## config.mk

```make
export PLATFORM = sky130hd
export DESIGN_NAME = sipo_collector
export DESIGN_NICKNAME = d
export VERILOG_FILES = /design/src/rtl/sipo_pkg.sv /design/src/rtl/shift_reg.sv /design/src/rtl/sipo_collector.sv
export SDC_FILE = /design/constraint.sdc
export NUM_CORES = 1
export LEC_CHECK = 0
export CORE_MARGIN = 2
export CORE_UTILIZATION = 45
export DETAILED_ROUTE_END_ITERATION = 12
export PLACE_DENSITY = 0.72
export SETUP_SLACK_MARGIN = 0.15
export SLEW_MARGIN = 0
export SYNTH_ARGS = -nofsm -noshare
export SYNTH_HDL_FRONTEND = slang
export SYNTH_HIERARCHICAL = 1
export SYNTH_SLANG_ARGS = --single-unit
```

## constraint.sdc

```tcl
create_clock -name clk -period 1.4 [get_ports clk]
set_input_delay 0.21 -clock clk [delete_from_list [all_inputs] [get_ports clk]]
set_output_delay 0.21 -clock clk [all_outputs]
set_load 0.01 [all_outputs]
```

## src/rtl/sipo_pkg.sv

```systemverilog
// Shared definitions for the serial-in/parallel-out collector: default word
// width and the FSM state encodings used by sipo_collector.
package sipo_pkg;

    localparam int SIPO_WIDTH_DEFAULT = 8;

    localparam logic [1:0] ST_IDLE  = 2'd0;
    localparam logic [1:0] ST_SHIFT = 2'd1;
    localparam logic [1:0] ST_HOLD  = 2'd2;

endpackage

```

## src/rtl/shift_reg.sv

```systemverilog
// Left-shifting bit collector with a bit counter; 'last' flags that the next
// enabled bit completes the word.
module shift_reg
    import sipo_pkg::*;
#(
    parameter int WIDTH = SIPO_WIDTH_DEFAULT
) (
    input  logic             clk,
    input  logic             rst,
    input  logic             clr,
    input  logic             en,
    input  logic             din,
    output logic [WIDTH-1:0] q,
    output logic             last
);

    localparam int CW = $clog2(WIDTH);
    localparam logic [CW-1:0] CNT_LAST = CW'(WIDTH - 1);

    logic [WIDTH-1:0] shreg_reg;
    logic [CW-1:0]    cnt_reg;

    always_ff @(posedge clk or negedge rst) begin
        if (!rst) begin
            shreg_reg <= '0;
            cnt_reg   <= '0;
        end else if (clr) begin
            shreg_reg <= '0;
            cnt_reg   <= '0;
        end else if (en) begin
            shreg_reg <= {shreg_reg[WIDTH-2:0], din};
            // Wrap rather than count past WIDTH-1 for non-power-of-two widths.
            cnt_reg   <= (cnt_reg == CNT_LAST) ? '0 : cnt_reg + 1'b1;
        end
    end

    assign q    = shreg_reg;
    assign last = (cnt_reg == CNT_LAST);

endmodule

```

## src/rtl/sipo_collector.sv

```systemverilog
// Collects WIDTH serial bits (MSB first) into a word and holds it under a
// valid/ready handshake; flags a start refused while a word is pending.
module sipo_collector
    import sipo_pkg::*;
#(
    parameter int WIDTH = SIPO_WIDTH_DEFAULT
) (
    input  logic             clk,
    input  logic             rst,
    input  logic             start,
    input  logic             din,
    input  logic             din_valid,
    output logic [WIDTH-1:0] dout,
    output logic             dout_valid,
    input  logic             dout_ready,
    output logic             busy,
    output logic             overrun
);

    logic [1:0]       state_reg;
    logic [1:0]       state_next;
    logic [WIDTH-1:0] dout_reg;
    logic             dout_valid_reg;
    logic             overrun_reg;

    logic             accept_start;
    logic             shift_en;
    logic             word_done;
    logic             handshake;
    logic [WIDTH-1:0] sr_q;
    logic             sr_last;

    assign handshake    = (state_reg == ST_HOLD) && dout_valid_reg && dout_ready;
    assign accept_start = start && ((state_reg == ST_IDLE) || handshake);
    assign shift_en     = (state_reg == ST_SHIFT) && din_valid;
    assign word_done    = shift_en && sr_last;

    shift_reg #(
        .WIDTH (WIDTH)
    ) u_shift_reg (
        .clk  (clk),
        .rst  (rst),
        .clr  (accept_start),
        .en   (shift_en),
        .din  (din),
        .q    (sr_q),
        .last (sr_last)
    );

    always_comb begin
        state_next = state_reg;
        case (state_reg)
            ST_IDLE:  if (start)     state_next = ST_SHIFT;
            ST_SHIFT: if (word_done) state_next = ST_HOLD;
            ST_HOLD:  if (handshake) state_next = start ? ST_SHIFT : ST_IDLE;
            default:                 state_next = ST_IDLE;
        endcase
    end

    always_ff @(posedge clk or negedge rst) begin
        if (!rst) begin
            state_reg <= ST_IDLE;
        end else begin
            state_reg <= state_next;
        end
    end

    // The completed word includes the bit arriving on this edge.
    always_ff @(posedge clk or negedge rst) begin
        if (!rst) begin
            dout_reg       <= '0;
            dout_valid_reg <= 1'b0;
            overrun_reg    <= 1'b0;
        end else begin
            if (word_done) begin
                dout_reg       <= {sr_q[WIDTH-2:0], din};
                dout_valid_reg <= 1'b1;
            end else if (handshake) begin
                dout_valid_reg <= 1'b0;
            end
            if ((state_reg == ST_HOLD) && start && !dout_ready) begin
                overrun_reg <= 1'b1;
            end
        end
    end

    assign dout       = dout_reg;
    assign dout_valid = dout_valid_reg;
    assign overrun    = overrun_reg;
    assign busy       = (state_reg != ST_IDLE);

endmodule

```

## Word-level counts from Yosys, hierarchy flattened

Index checks and enable logic that the tools add are counted.

- Logic and storage cells: 39
- Register bits after elaboration: 22
- Input port bits: 6

- Equality and inequality tests: 6
- $add $sub $neg: 1
- Muxes and demuxes: 12
- Reductions and logical operators: 14

Operator list:

| kind | count |
|---|---|
| two-way mux 7 bit | 2 |
| two-way mux 3 bit | 3 |
| logical AND 1 bit | 7 |
| two-way mux 2 bit | 3 |
| != test 2 bit, second input constant | 3 |
| one-hot mux 2 bit (3 select lines) | 1 |
| nonzero test 2 bit | 3 |
| adder 3 x 1 -> 3 bit, second input constant | 1 |
| equality test 3 bit, second input constant | 1 |
| two-way mux 1 bit | 3 |
| AND reduction 3 bit | 1 |
| equality test 2 x 1 -> 1 bit, second input constant | 1 |
| equality test 2 bit, second input constant | 1 |
| zero test 2 bit | 1 |
| zero test 1 bit | 1 |
| logical OR 1 bit | 1 |

## Longest topological paths before layout

- Word-level depth: 6
- Gate-level depth with buffers: 4
- Gate-level depth less buffers: 4

## By module

The synthesis kept the hierarchy.

By module, submodules not included:

| module | cells an instance | times used | area each (um^2) |
|---|---|---|---|
| sipo_collector | 35 | 1 | 509.2 |
| shift_reg | 39 | 1 | 474.2 |

## Worst setup path before layout

No wires, ideal clock.

- Path kind: register -> register
- From: reg u_shift_reg.cnt_reg[0]
- To: reg dout_reg[0] (netlist: dout[0])
- Clock period less this slack: 1409 ps
- Slack: -9 ps
- Arrival: 1285 ps
- Data required time: 1275 ps
- Cell stages (with the launch flop): 5
- Cell sequence: dfrtp_1 -> ha_1 -> ha_1 -> nand4b_4 -> mux2_2

- Longest elaborated chain between the ends: 2

RTL lines:

| element | line | RTL |
|---|---|---|
| start: declaration | shift_reg.sv:21 | `logic [CW-1:0] cnt_reg;` |
| start signal: assignment | shift_reg.sv:33 | `cnt_reg <= (cnt_reg == CNT_LAST) ? '0 : cnt_reg + 1'b1;` |
| equality test 3 bit | shift_reg.sv:38 | `assign last = (cnt_reg == CNT_LAST);` |
| named net sr_last | sipo_collector.sv:31 | `logic sr_last;` |
| logical AND 1 bit | sipo_collector.sv:36 | `assign word_done = shift_en && sr_last;` |
| end signal: assignment | sipo_collector.sv:76 | `dout_reg <= {sr_q[WIDTH-2:0], din};` |
| end: declaration | sipo_collector.sv:22 | `logic [WIDTH-1:0] dout_reg;` |

The timed path passes the listed nets, and every way through them passes these cells.
A chain may end at the register's enable or synchronous reset.

## Worst setup path in the final report

- From: reg state_reg[1]
- To: reg u_shift_reg.cnt_reg[0]

RTL lines:

| element | line | RTL |
|---|---|---|
| start: declaration | sipo_collector.sv:20 | `logic [1:0] state_reg;` |
| start signal: assignment | sipo_collector.sv:64 | `state_reg <= state_next;` |
| equality test 2 x 1 -> 1 bit | sipo_collector.sv:35 | `assign shift_en = (state_reg == ST_SHIFT) && din_valid;` |
| logical AND 1 bit | sipo_collector.sv:35 |  |
| named net shift_en | sipo_collector.sv:27 | `logic shift_en;` |
| nonzero test 2 bit (no line) | -- |  |

The timed path passes the listed nets, and every way through them passes these cells.

==> metrics.yaml <==
worstSetupEndpointType: "flop"
pwr-share-seq_pct: 41.6
r2r_cells: 5
gp_congestion: 0.7455
place_ws_ns: -0.1771
synthCells: 71
cp-start-kind: "flop"
max-cap-violations: 0
netlist_area_um2: 944.7
worstMarginPinSlew_ns: 0.2966
max_stage_delay_ns: 0.40
crit_chain: "buf_6 -> buf_6 -> and3b_2 -> or3b_1 -> a21oi_1"
crit_path_max_fanout: 4
max_freq_mhz: 702.1
clock_power_share_pct: 13.7
critPathBufInv: 2
powerDensity_nw_per_um2: 1756
clk_latency_ns: 0.29
numCtsBuffers: 3
status: "complete, but fails checks"
wire_per_inst_um: 14.56
cp.depth: 5
ir_worst_vdd_uv: 1107
crit_family: "simple AND/OR/NAND/NOR gates"
r2r_start: "state_reg[1]"
cts_root_buf: "clkbuf_4"
clk_pin_slew_worst_paths_ns: 0.12
rows: 16
syn-num-nets: 79
period_share_pct: 101.7
path_class: "flop to flop"
setup_slack_ns: -0.02431
yosysWarnings: 6
total_power_mw: 2.468
wirelength_um: 1951
largest_reg_flops: 8
r2r_end: "u_shift_reg/cnt_reg[0]"
p_leak_nw: 0.7201
first_pass_iters: 4
cpMostUsedCell: "buf_6"
grt_max_degree: 23
critical_path_required_ns: 1.63
synth_area_per_cell_um2: 13.31
postRouteAntennaNets: 0
die_w_um: 49.82
cts_hold_buffers: 0
cts_tree: "yes"
final-setup-viol-count: 1
intPower_mw: 1.696
slew_violations: 0
rrSetupSlack_ns: -0.02
drtIter0Drc: 8
violations: "negative setup slack"
slowest_stage: "dfrtp_1"
swShare_pct: 31.27
period_needed_ns: 1.424
nets: 116
area_growth_syn_to_layout_pct: 48.74
cp.arrival_ns: 1.65
hp-class: "input port to asynchronous set/reset pin"
grt_pass1_wl_um: 3139
vias: 663
drc: 0
cts.sinks: 22
via_per_inst: 4.948
layout-drive-gt1-share_pct: 38.32
skew_ns: 0.003238
hpwl_um: 1097
numPortBuffers: 16
start_util_pct: 48.15
diodes: 0
ioPinCount: 17
grt_pass1_vias: 675
clockBufferDepth: 2
rsz0062_at_grt: "yes"
comb_power_share_pct: 44.7
slew_headroom_pct: 80.19
p_sw_mw: 0.7716
dieArea_um2: 2482
final-hold-violation-count: 0
grtUsageTotal_pct: 17.02
grt-ovfl-total: 0
antenna_found_initial: 0
coreArea_um2: 1962
cts_max_level: 1
chipHeight_um: 49.82
hold_slack_ns: 0.2467
[placed cells by master, fill, tap and decap left out, types with 2 or more instances in the layout]
cell type and instances:
buf_6 6, nand4b_4 2, buf_4 11, clkbuf_4 3
dlygate4sd2_1 10, nand3b_1 2, nor2_1 8, dfrtp_1 22
mux2_4 8, clkdlybuf4s50_1 5, nand2b_1 4, mux2i_1 8
[worst max-delay path by stage]
stage / from / endpoint / slack, ns
floorplan: u_shift_reg/cnt_reg[0] / dout[0] / 0.07
global placement: dout_ready / u_shift_reg/q[3] / -0.14
detailed placement: dout_ready / u_shift_reg/q[3] / -0.18
CTS: state_reg[1] / u_shift_reg/cnt_reg[0] / -0.03
global route: state_reg[1] / u_shift_reg/cnt_reg[0] / -0.07
finish: state_reg[1] / u_shift_reg/cnt_reg[0] / -0.02
[stage by stage]
step                      utilization [%]  instances  setup TNS, ns  instance area (µm²)
after global placement              62.69        118         -2.080                 1230
after CTS                           68.05        128       -0.02661                 1335
final                               71.62        134       -0.02431                 1405
after global routing                71.62        134        -0.6425                 1405
after floorplan                         -         71              0                989.7
after detailed placement            62.69        118         -2.462                 1230
[power groups by stage]
stage | clock network, mW | logic [mW] | registers [mW]
floorplan | 0 | 0.487 | 1.08
global placement | 0 | 0.915 | 1.05
global route | 0.392 | 1.19 | 1.06
CTS | 0.351 | 0.978 | 1.02
finish | 0.337 | 1.10 | 1.03
detailed placement | 0 | 0.937 | 1.05
[repair_timing]
item,in CTS,in global routing
gates cloned,1,0
resized for setup,22,7
setup buffers,5,6
pin swaps,1,2
hold endpoints to repair,0,0
setup endpoints to repair,31,22
[per-layer routing]
layer | global-route usage [%] | up-vias | share of wire (%)
met1 | 23.08 | 321 | 46
met4 | 8.796 | 0 | 3.1
met3 | 4.242 | 6 | 3.0
met2 | 25.11 | 14 | 48
met5 | 0 | - | 0
li1 | - | 322 | -
[cell type report]
| type | instances | area [µm²] |
|---|---|---|
| fillers | 150 | 556.8 |
| flip-flops and latches | 22 | 550.5 |
| multi-input cells | 48 | 476.7 |
| repair buffers | 33 | 307.8 |
| clock buffers | 4 | 36.28 |
| well taps | 27 | 33.78 |
Power figures use the tool's default switching activity.
